===== config.mk =====
export PLATFORM = sky130hd
export DESIGN_NAME = frame_stack16b_flat
export DESIGN_NICKNAME = d
export VERILOG_FILES = /design/src/rtl/frame_stack16b_pkg.sv /design/src/rtl/frame_stack16b_if.sv /design/src/rtl/frame_ram16.sv /design/src/rtl/frame_stack16b.sv /design/src/flat_wrapper.sv
export SDC_FILE = /design/constraint.sdc
export NUM_CORES = 2
export LEC_CHECK = 0
export BUFFER_PORTS_ARGS = -buffer_cell sky130_fd_sc_hd__buf_2
export CORE_MARGIN = 5
export CORE_UTILIZATION = 35
export DETAILED_ROUTE_END_ITERATION = 7
export PLACE_DENSITY = 0.57
export REMOVE_ABC_BUFFERS = 1
export SLEW_MARGIN = 20
export SYNTH_ARGS = -nofsm -noshare
export SYNTH_HDL_FRONTEND = slang
export SYNTH_HIERARCHICAL = 1
export SYNTH_SLANG_ARGS = --single-unit

===== constraint.sdc =====
create_clock -name clk -period 13 [get_ports clk]
set_input_delay 1.95 -clock clk [delete_from_list [all_inputs] [get_ports clk]]
set_output_delay 1.95 -clock clk [all_outputs]
set_load 0.05 [all_outputs]

===== src/rtl/frame_stack16b_pkg.sv =====
// Shared definitions for the call-frame stack: register/frame widths,
// FSM state encoding and a helper that extracts one register word from a frame.
package frame_stack16b_pkg;

  localparam int WORD_W     = 16;
  localparam int FRAME_REGS = 15;
  localparam int FRAME_W    = WORD_W * FRAME_REGS;

  typedef enum logic [1:0] {
    ST_IDLE    = 2'd0,
    ST_SAVE    = 2'd1,
    ST_LOAD    = 2'd2,
    ST_RESTORE = 2'd3
  } state_t;

  typedef logic [WORD_W-1:0]  word_t;
  typedef logic [FRAME_W-1:0] frame_t;

  // Word k of a frame lives at bits [16k+15:16k].
  function automatic word_t frame_word(input frame_t f, input logic [3:0] k);
    return f[WORD_W*int'(k) +: WORD_W];
  endfunction

endpackage


===== src/rtl/frame_stack16b_if.sv =====
// Control/register-file side bundle of the frame stack.
//   push, pop   : request pulses from control (master -> slave)
//   frameIn     : live register-file frame (master -> slave)
//   frameOut    : restored frame, stable while restore=1 (slave -> master)
//   restore     : one-cycle load strobe for the register file
//   busy, full, empty, overflow, underflow, depth : status
//
// Handshake: push and pop are single-cycle requests. A request is taken
// only on a cycle where busy=0; while busy=1 requests are dropped without
// any flag. If push and pop arrive together while idle, push wins.
// Completion is signalled by busy falling (save) or by restore (load).
interface frame_stack16b_if #(
  parameter int DEPTH = 16
);
  import frame_stack16b_pkg::*;

  localparam int SP_W = $clog2(DEPTH) + 1;

  logic            push;
  logic            pop;
  frame_t          frameIn;
  frame_t          frameOut;
  logic            restore;
  logic            busy;
  logic            full;
  logic            empty;
  logic            overflow;
  logic            underflow;
  logic [SP_W-1:0] depth;

  modport master (
    output push, pop, frameIn,
    input  frameOut, restore, busy, full, empty, overflow, underflow, depth
  );

  modport slave (
    input  push, pop, frameIn,
    output frameOut, restore, busy, full, empty, overflow, underflow, depth
  );

endinterface


===== src/rtl/frame_ram16.sv =====
// Single-port word RAM backing the frame stack.
//   clk   : clock
//   we    : write enable, writes wdata to addr at posedge
//   addr  : word address
//   wdata : write data
//   rdata : registered read of addr (one-cycle latency)
module frame_ram16
  import frame_stack16b_pkg::*;
#(
  parameter int WORDS = 240,
  parameter int AW    = 8
) (
  input  logic          clk,
  input  logic          we,
  input  logic [AW-1:0] addr,
  input  word_t         wdata,
  output word_t         rdata
);

  word_t mem [0:WORDS-1];

  always_ff @(posedge clk) begin
    if (we) begin
      mem[addr] <= wdata;
    end
    rdata <= mem[addr];
  end

endmodule


===== src/rtl/frame_stack16b.sv =====
// Call-frame save/restore stack. A push snapshots the 15-register frame and
// streams it word by word into the stack RAM; a pop streams it back into
// frameOut and then pulses restore for one cycle.
//   clk       : clock
//   reset     : synchronous, active-high
//   bus       : frame_stack16b_if slave (requests, frames, status)
//   state_dbg : current FSM state
module frame_stack16b
  import frame_stack16b_pkg::*;
#(
  parameter int DEPTH = 16
) (
  input  logic          clk,
  input  logic          reset,
  frame_stack16b_if.slave bus,
  output state_t        state_dbg
);

  localparam int SP_W      = $clog2(DEPTH) + 1;
  localparam int RAM_WORDS = DEPTH * FRAME_REGS;
  localparam int AW        = $clog2(RAM_WORDS);

  state_t          state, state_nx;
  logic [SP_W-1:0] sp, sp_nx;
  logic [3:0]      k, k_nx;
  logic [3:0]      k_addr;
  frame_t          snap;
  frame_t          frame_out_q;
  logic            ovf_q, unf_q;
  logic            ovf_set, unf_set;
  logic            snap_ld;
  logic            cap_en;
  logic            full, empty;

  logic            ram_we;
  logic [AW-1:0]   ram_addr;
  word_t           ram_wdata;
  word_t           ram_rdata;

  assign full  = (sp == SP_W'(DEPTH));
  assign empty = (sp == '0);

  // LOAD runs one extra cycle (k=15) only to catch the last read; keep the
  // address inside the frame for that cycle.
  assign k_addr    = (k == 4'd15) ? 4'd14 : k;
  assign ram_addr  = AW'(sp) * AW'(FRAME_REGS) + AW'(k_addr);
  assign ram_wdata = frame_word(snap, k);

  always_comb begin
    state_nx = state;
    sp_nx    = sp;
    k_nx     = k;
    snap_ld  = 1'b0;
    ovf_set  = 1'b0;
    unf_set  = 1'b0;
    cap_en   = 1'b0;
    ram_we   = 1'b0;
    case (state)
      ST_IDLE: begin
        if (bus.push) begin
          if (full) begin
            ovf_set = 1'b1;
          end else begin
            snap_ld  = 1'b1;
            k_nx     = 4'd0;
            state_nx = ST_SAVE;
          end
        end else if (bus.pop) begin
          if (empty) begin
            unf_set = 1'b1;
          end else begin
            // Decrement first so LOAD addresses the top frame directly.
            sp_nx    = sp - 1'b1;
            k_nx     = 4'd0;
            state_nx = ST_LOAD;
          end
        end
      end
      ST_SAVE: begin
        ram_we = 1'b1;
        if (k == 4'd14) begin
          sp_nx    = sp + 1'b1;
          k_nx     = 4'd0;
          state_nx = ST_IDLE;
        end else begin
          k_nx = k + 4'd1;
        end
      end
      ST_LOAD: begin
        // Read data for address k arrives when the counter shows k+1.
        cap_en = (k != 4'd0);
        if (k == 4'd15) begin
          k_nx     = 4'd0;
          state_nx = ST_RESTORE;
        end else begin
          k_nx = k + 4'd1;
        end
      end
      ST_RESTORE: begin
        state_nx = ST_IDLE;
      end
      default: begin
        state_nx = ST_IDLE;
      end
    endcase
  end

  always_ff @(posedge clk) begin
    if (reset) begin
      state       <= ST_IDLE;
      sp          <= '0;
      k           <= 4'd0;
      frame_out_q <= '0;
      ovf_q       <= 1'b0;
      unf_q       <= 1'b0;
    end else begin
      state <= state_nx;
      sp    <= sp_nx;
      k     <= k_nx;
      if (ovf_set) begin
        ovf_q <= 1'b1;
      end
      if (unf_set) begin
        unf_q <= 1'b1;
      end
      if (cap_en) begin
        frame_out_q[WORD_W*int'(k - 4'd1) +: WORD_W] <= ram_rdata;
      end
    end
  end

  // Snapshot is pure datapath; its content only matters after a push.
  always_ff @(posedge clk) begin
    if (snap_ld) begin
      snap <= bus.frameIn;
    end
  end

  frame_ram16 #(
    .WORDS (RAM_WORDS),
    .AW    (AW)
  ) u_ram (
    .clk   (clk),
    .we    (ram_we),
    .addr  (ram_addr),
    .wdata (ram_wdata),
    .rdata (ram_rdata)
  );

  assign bus.frameOut  = frame_out_q;
  assign bus.restore   = (state == ST_RESTORE);
  assign bus.busy      = (state != ST_IDLE);
  assign bus.full      = full;
  assign bus.empty     = empty;
  assign bus.overflow  = ovf_q;
  assign bus.underflow = unf_q;
  assign bus.depth     = sp;
  assign state_dbg     = state;

endmodule

===== src/flat_wrapper.sv =====
// flat-port wrapper written by rule: the top's interface ports become plain ports
module frame_stack16b_flat import frame_stack16b_pkg::*;
#(
  parameter int DEPTH = 16
)
  (clk, reset, state_dbg, bus_push, bus_pop, bus_frameIn, bus_frameOut, bus_restore, bus_busy, bus_full, bus_empty, bus_overflow, bus_underflow, bus_depth);
  frame_stack16b_if #(.DEPTH(DEPTH)) bus_i ();
  input  logic clk;
  input  logic reset;
  output state_t state_dbg;
  input wire logic [$bits(bus_i.push)-1:0] bus_push;
  input wire logic [$bits(bus_i.pop)-1:0] bus_pop;
  input wire logic [$bits(bus_i.frameIn)-1:0] bus_frameIn;
  output wire logic [$bits(bus_i.frameOut)-1:0] bus_frameOut;
  output wire logic [$bits(bus_i.restore)-1:0] bus_restore;
  output wire logic [$bits(bus_i.busy)-1:0] bus_busy;
  output wire logic [$bits(bus_i.full)-1:0] bus_full;
  output wire logic [$bits(bus_i.empty)-1:0] bus_empty;
  output wire logic [$bits(bus_i.overflow)-1:0] bus_overflow;
  output wire logic [$bits(bus_i.underflow)-1:0] bus_underflow;
  output wire logic [$bits(bus_i.depth)-1:0] bus_depth;
  assign bus_i.push = bus_push;
  assign bus_i.pop = bus_pop;
  assign bus_i.frameIn = bus_frameIn;
  assign bus_frameOut = bus_i.frameOut;
  assign bus_restore = bus_i.restore;
  assign bus_busy = bus_i.busy;
  assign bus_full = bus_i.full;
  assign bus_empty = bus_i.empty;
  assign bus_overflow = bus_i.overflow;
  assign bus_underflow = bus_i.underflow;
  assign bus_depth = bus_i.depth;
  frame_stack16b #(.DEPTH(DEPTH)) u_core (.clk(clk), .reset(reset), .bus(bus_i), .state_dbg(state_dbg));
endmodule

* After elaboration in Yosys (flattened, before gate mapping) *
Memory sizes are Yosys's and may differ from the RTL's. A register that Yosys moved wholly into a read port is not among the register bits.
Cells that the tools add are included.

word-level totals
  bits in registers = 493
  memory bits (writable) = 3840
  bits of input ports = 244
  output and inout port bits = 253
  word-level logic and storage cells = 76
  memories = 1

memory list
  name              depth  bits a word  rd ports  clocked after Yosys merged registers in  write ports  RTL line           RTL
  u_core.u_ram.mem  240    16           1         1                                        1            frame_ram16.sv:20  word_t mem [0:WORDS-1];

operators by class
  add/sub/neg operators = 6
  $mul = 1
  equality and inequality tests = 14
  shift operators = 3
  mux-type cells = 35
  reductions and logical operators = 9

operators by type and width
  cell                                                                        count
  240-bit bitwise mux                                                         1
  16-bit by 33-bit variable shift with 240-bit output (first input constant)  1
  16-bit by 33-bit variable part select with 240-bit output                   1
  240-bit by 9-bit variable part select with 16-bit output                    1
  32-bit negator with 33-bit output                                           1
  4-bit 2-to-1 mux                                                            7
  5-bit 2-to-1 mux                                                            4
  1-bit 2-to-1 mux                                                            14
  2-bit 2-to-1 mux                                                            6
  4-bit case mux with 3 select lines                                          1
  5-bit case mux with 2 select lines                                          1
  5-bit AND reduction                                                         2
  3-bit inequality test (second input constant)                               3
  8-bit by 4-bit adder with 8-bit output                                      1
  4-bit equality test (second input constant)                                 2
  5-bit by 4-bit multiplier with 8-bit output (second input constant)         1
  2-bit case mux with 4 select lines                                          1
  2-bit inequality test (second input constant)                               3
  5-bit by 1-bit adder with 5-bit output (second input constant)              1
  5-bit equality test (second input constant)                                 1
  5-bit zero test                                                             1
  4-bit by 1-bit subtractor with 5-bit output (second input constant)         1
  5-bit by 1-bit subtractor with 5-bit output (second input constant)         1
  4-bit by 1-bit adder with 4-bit output (second input constant)              1
  8 further kinds                                                             11

* Logic depth before layout (Yosys ltp) *
  depth after elaboration = 5
  gate-level depth with buffers = 22
  mapped depth without buffers = 17

* Modules after synthesis *
Netlist, hierarchy kept.

modules (own cells, without submodules)
  module          instances  cells each  area each (µm²)  seq. area each (µm²)
  frame_ram16     1          6320        147088.6         115630.9
  frame_stack16b  1          1477        20582.2          12271.8

* Least setup slack after synthesis *
OpenSTA, ideal clock, no wires.

  path kind = flip-flop to flip-flop
  start point = reg u_core.k[0]
  end point = mem u_core/u_ram/mem[0][12] in the netlist's numbering (data pin)
  library setup time = 2.063 ns
  arrival time = 10.906 ns
  required time = 10.937 ns
  path slack = 0.032 ns
  cell stages (with the launch flop) = 7
  buffers on the path = 3
  period minus slack after synthesis = 12.968 ns
  cells stage by stage = dfxtp_1 buf_4 buf_2 buf_2 mux4_2 mux2i_1 o21ai_0

between the ends
  longest elaborated chain between the ends = 1

RTL lines
  item                                                      RTL line                  RTL
  start, declared                                           frame_stack16b.sv:25      logic [3:0] k, k_nx;
  start signal, assigned                                    frame_stack16b.sv:119     k <= k_nx;
  240-bit by 9-bit variable part select with 16-bit output  frame_stack16b_pkg.sv:21  return f[WORD_W*int'(k) +: WORD_W];
  named net u_core.ram_wdata[12]                            frame_stack16b.sv:37      word_t ram_wdata;
  end, declared                                             frame_ram16.sv:20

The timed path passes the listed nets, and every way through them passes these cells.

* Worst setup path after layout *
  start point = reg u_core.sp[0], in the netlist u_core/bus.depth[0]
  end point = reg u_core.u_ram.rdata[9], read port of u_core.u_ram.mem

between the ends
  longest elaborated chain between the ends = 2

RTL lines
  item                                         RTL line               RTL
  start, declared                              frame_stack16b.sv:24   logic [SP_W-1:0] sp, sp_nx;
  start signal, assigned                       frame_stack16b.sv:118  sp <= sp_nx;
  5-bit by 4-bit multiplier with 8-bit output  frame_stack16b.sv:46   assign ram_addr = AW'(sp) * AW'(FRAME_REGS) + AW'(k_addr);
  8-bit by 4-bit adder with 8-bit output       frame_stack16b.sv:46
  named net u_core.ram_addr[3]                 frame_stack16b.sv:36   logic [AW-1:0] ram_addr;
  end, declared                                frame_ram16.sv:17      output word_t rdata

The timed path passes the listed nets, and every way through them passes these cells.
A chain may end at the register's enable or synchronous reset.

==> out/qor.txt <==
status: finished, final reports clean
DRC marker count from the first detailed-route iteration: 9,963
register area share after synthesis: 0.763
Clock power frac: 0.233
Slew headroom: 0.120
input/output buffers: 496
Tmin final: 7.33 ns
initial antenna violation count: 37
highest-count cells in the layout ignoring fill and taps: edfxtp_1, mux4_2, buf_2
Die ar.: 493,000 µm²
Setup Buffers After CTS: 0
setup_tns: 0 ns
max-cap viol count: 0
Sink Count: 4,349
Resized Gates After CTS: 0
fmax: 0.136 GHz
crit path DAT: 8.21 ns
commonest non-fill, non-tap cell in the layout: edfxtp_1
Comb pwr share: 0.444
crit-path max cell delay: 0.85 ns
Worst Setup Path Type: flop to flop
P_int: 32.9 mW
VDD IR-drop max: 0.570 mV
Vias: 83,700
EDFF count, synth: 4,080
total power: 53.6 mW
largest net degree at the start of global routing: 197
H-tree lvl count: 5
CP dominant cell by count: fa_1
leak pwr: 61.0 nW
Yosys Warn Count: 6
synthesized netlist cell count: 7,797
drt via density: 5.44
required time worst endpoint: 13.88 ns
vias in the first global route: 84,300
final WL: 467,000 µm
Reg clk slew, reported paths: 0.06 ns
Buf/Inv on CP: 5
Initial DRT Pass Iterations: 5
Worst-Margin Slew: 1.32 ns
unrepaired setup endpoints after global routing: false
Nets: 8,906
count of pins over their slew limit: 0
nature of the critical path endpoint: flop
#FFs+latches synth: 4,349
crit path cell chain: fa_1 -> inv_1 -> fa_1 -> inv_1 -> fa_1 -> ha_1 -> xor2_4 -> buf_4 -> buf_12 -> buf_4 -> mux4_2 -> mux2_2 -> o221ai_1 -> nand3_1 -> a311o_1
IO Count: 497
final setup vio count: 0
GRT Overall Usage: 0.185
Worst Hold Class: flop to flop
gpl congestion: 0.848
Seq pwr share: 0.323
hold buffers post-CTS: 0
final hold vios: 0
Core Area: 478,000 µm²
CTS root buf: clkbuf_16
ys async rst share: 0
register-to-register setup slack: 5.67 ns
total congestion overflow: 0
FP Rows: 254
Post-DP HPWL: 290,000 µm
Initial Util: 0.351
Tcrit/Tclk final: 0.564
CP max-delay cell: buf_4
global-route wire length before repair: 657,000 µm
area delta synth->final: 15.5%
die height: 702 µm
Primary FF master, synth: edfxtp_1
share of post-route cells with drive strength above 1: 0.304
final routed DRC violation total: 0
Yosys cell types: 74
Clock Latency Late Sink: 1.00 ns
CTS tree: done
P_sw: 20.7 mW
sw frac: 0.386
clock skew: 0.0699 ns
width of the die: 702 µm
crit start category: flop
crit-path leading delay family: adder cells
syn avg cell area: 21.5 µm²
synthesized cell area: 168,000 µm²
maximum clock path buffer count: 4
PwrDens: 277 nW/µm²
post-route ant nets: 0
wire per inst: 30.4 µm
total CTS buffers: 442
CP max FO: 114
[flip-flops by register name, summed over array words and instances, names as in the netlist]
register	flops
u_core/u_ram/mem	3840
u_core/bus.frameOut	240
u_core/snap	240
u_core/u_ram/rdata	16
u_core/bus.depth	5
u_core/k	4
u_core/state_dbg	2
u_core/bus.overflow	1
u_core/bus.underflow	1
[power by group through the flow]
stage	clock, mW	sequential (mW)	combinational (mW)
global placement	0	17.6	23.7
CTS	12.7	17.3	24.0
detailed placement	0	17.6	23.9
global route	13.3	17.3	24.8
floorplan	0	17.8	12.2
finish	12.5	17.3	23.8
[metrics by stage]
| step | setup slack (ns) | std cells | utilization | hold WS, ns | cell area (µm²) |
|---|---|---|---|---|---|
| floorplan | -35.31 | 7337 | - | 0.430 | 165000 |
| global placement | 5.38 | 14600 | 0.375 | 0.461 | 179000 |
| detailed placement | 5.58 | 14600 | 0.375 | 0.463 | 179000 |
| CTS | 5.57 | 15400 | 0.405 | 0.474 | 193000 |
| global route | 5.40 | 15400 | 0.405 | 0.494 | 194000 |
| finish | 5.67 | 15400 | 0.405 | 0.475 | 194000 |
[synthesized netlist by cell type, types with 20 or more instances]
master,n,area share
a21oi_1,29,0.00087
a22oi_1,144,0.0064
a311o_1,20,0.0012
buf_1,28,0.00063
buf_2,177,0.0053
buf_4,52,0.0023
buf_6,29,0.0019
clkbuf_1,173,0.0039
dfxtp_1,269,0.032
edfxtp_1,4080,0.73
ha_1,36,0.0027
inv_1,24,0.00054
mux2_2,31,0.0021
mux2i_1,349,0.021
mux4_2,1083,0.15
nand2_1,192,0.0043
nand2b_1,289,0.011
nand3_1,54,0.0016
nor2_1,287,0.0064
nor2b_1,38,0.0014
nor3_1,58,0.0017
o21ai_0,33,0.00099
o221ai_1,35,0.0018
o22a_1,21,0.0011
o22ai_1,89,0.0033
[cell type report]
class | instances | area, µm²
Fill cell | 42000 | 284000
Sequential cell | 4349 | 128000
Multi-Input combinational cell | 2963 | 38000
Clock buffer | 549 | 11600
Tap cell | 6400 | 8010
Timing Repair Buffer | 835 | 5360
Clock inverter | 257 | 2610
Inverter | 25 | 93.8
Antenna cell | 15 | 37.5
[final timing paths]
| path | startpoint | cells past startpoint | endpoint |
|---|---|---|---|
| max | u_core/bus.depth[0]$_SDFFE_PP0P_ | 15 | u_core/u_ram/rdata[9]$_DFF_P_ |
| min | u_core/bus.frameOut[205]$_SDFFE_PP0P_ | 2 | u_core/bus.frameOut[205]$_SDFFE_PP0P_ |
| min reg2reg | u_core/bus.frameOut[205]$_SDFFE_PP0P_ | 2 | u_core/bus.frameOut[205]$_SDFFE_PP0P_ |
| max reg2reg | u_core/bus.depth[0]$_SDFFE_PP0P_ | 15 | u_core/u_ram/rdata[9]$_DFF_P_ |
[metal layers]
metal | GRT usage | routed length [µm] | up-vias
met3 | 0.0328 | 35900 | 730
met2 | 0.293 | 222000 | 3673
met4 | 0.0645 | 18000 | 10
met1 | 0.258 | 192000 | 45200
met5 | 0 | 60 | -
li1 | - | - | 34000
[cells by family (layout without fill, tap and decap cells)]
kind of cell	Yosys count	after routing	share of synthesized area
AO/OA/AOI/OAI	430	430	0.0187
XOR/XNOR	16	16	0.00109
adder cells (fa/ha/maj)	46	46	0.00388
buffers and inverters	485	1666	0.0146
flip-flops	4349	4349	0.763
multiplexers	1463	1463	0.168
other	0	15	0
AND/OR/NAND/NOR	1008	1008	0.0305
[worst register-to-register path, cell delays in order (launching register included)]
cell and delay [ns]:
dfxtp_1 0.42, fa_1 0.65, inv_1 0.08, fa_1 0.52, inv_1 0.07, fa_1 0.46
ha_1 0.41, xor2_4 0.26, buf_4 0.38, buf_12 0.57, buf_4 1.00, mux4_2 0.45
mux2_2 0.31, o221ai_1 0.50, nand3_1 0.66, a311o_1 0.56
Note: power is estimated with default switching activity, not from simulation.
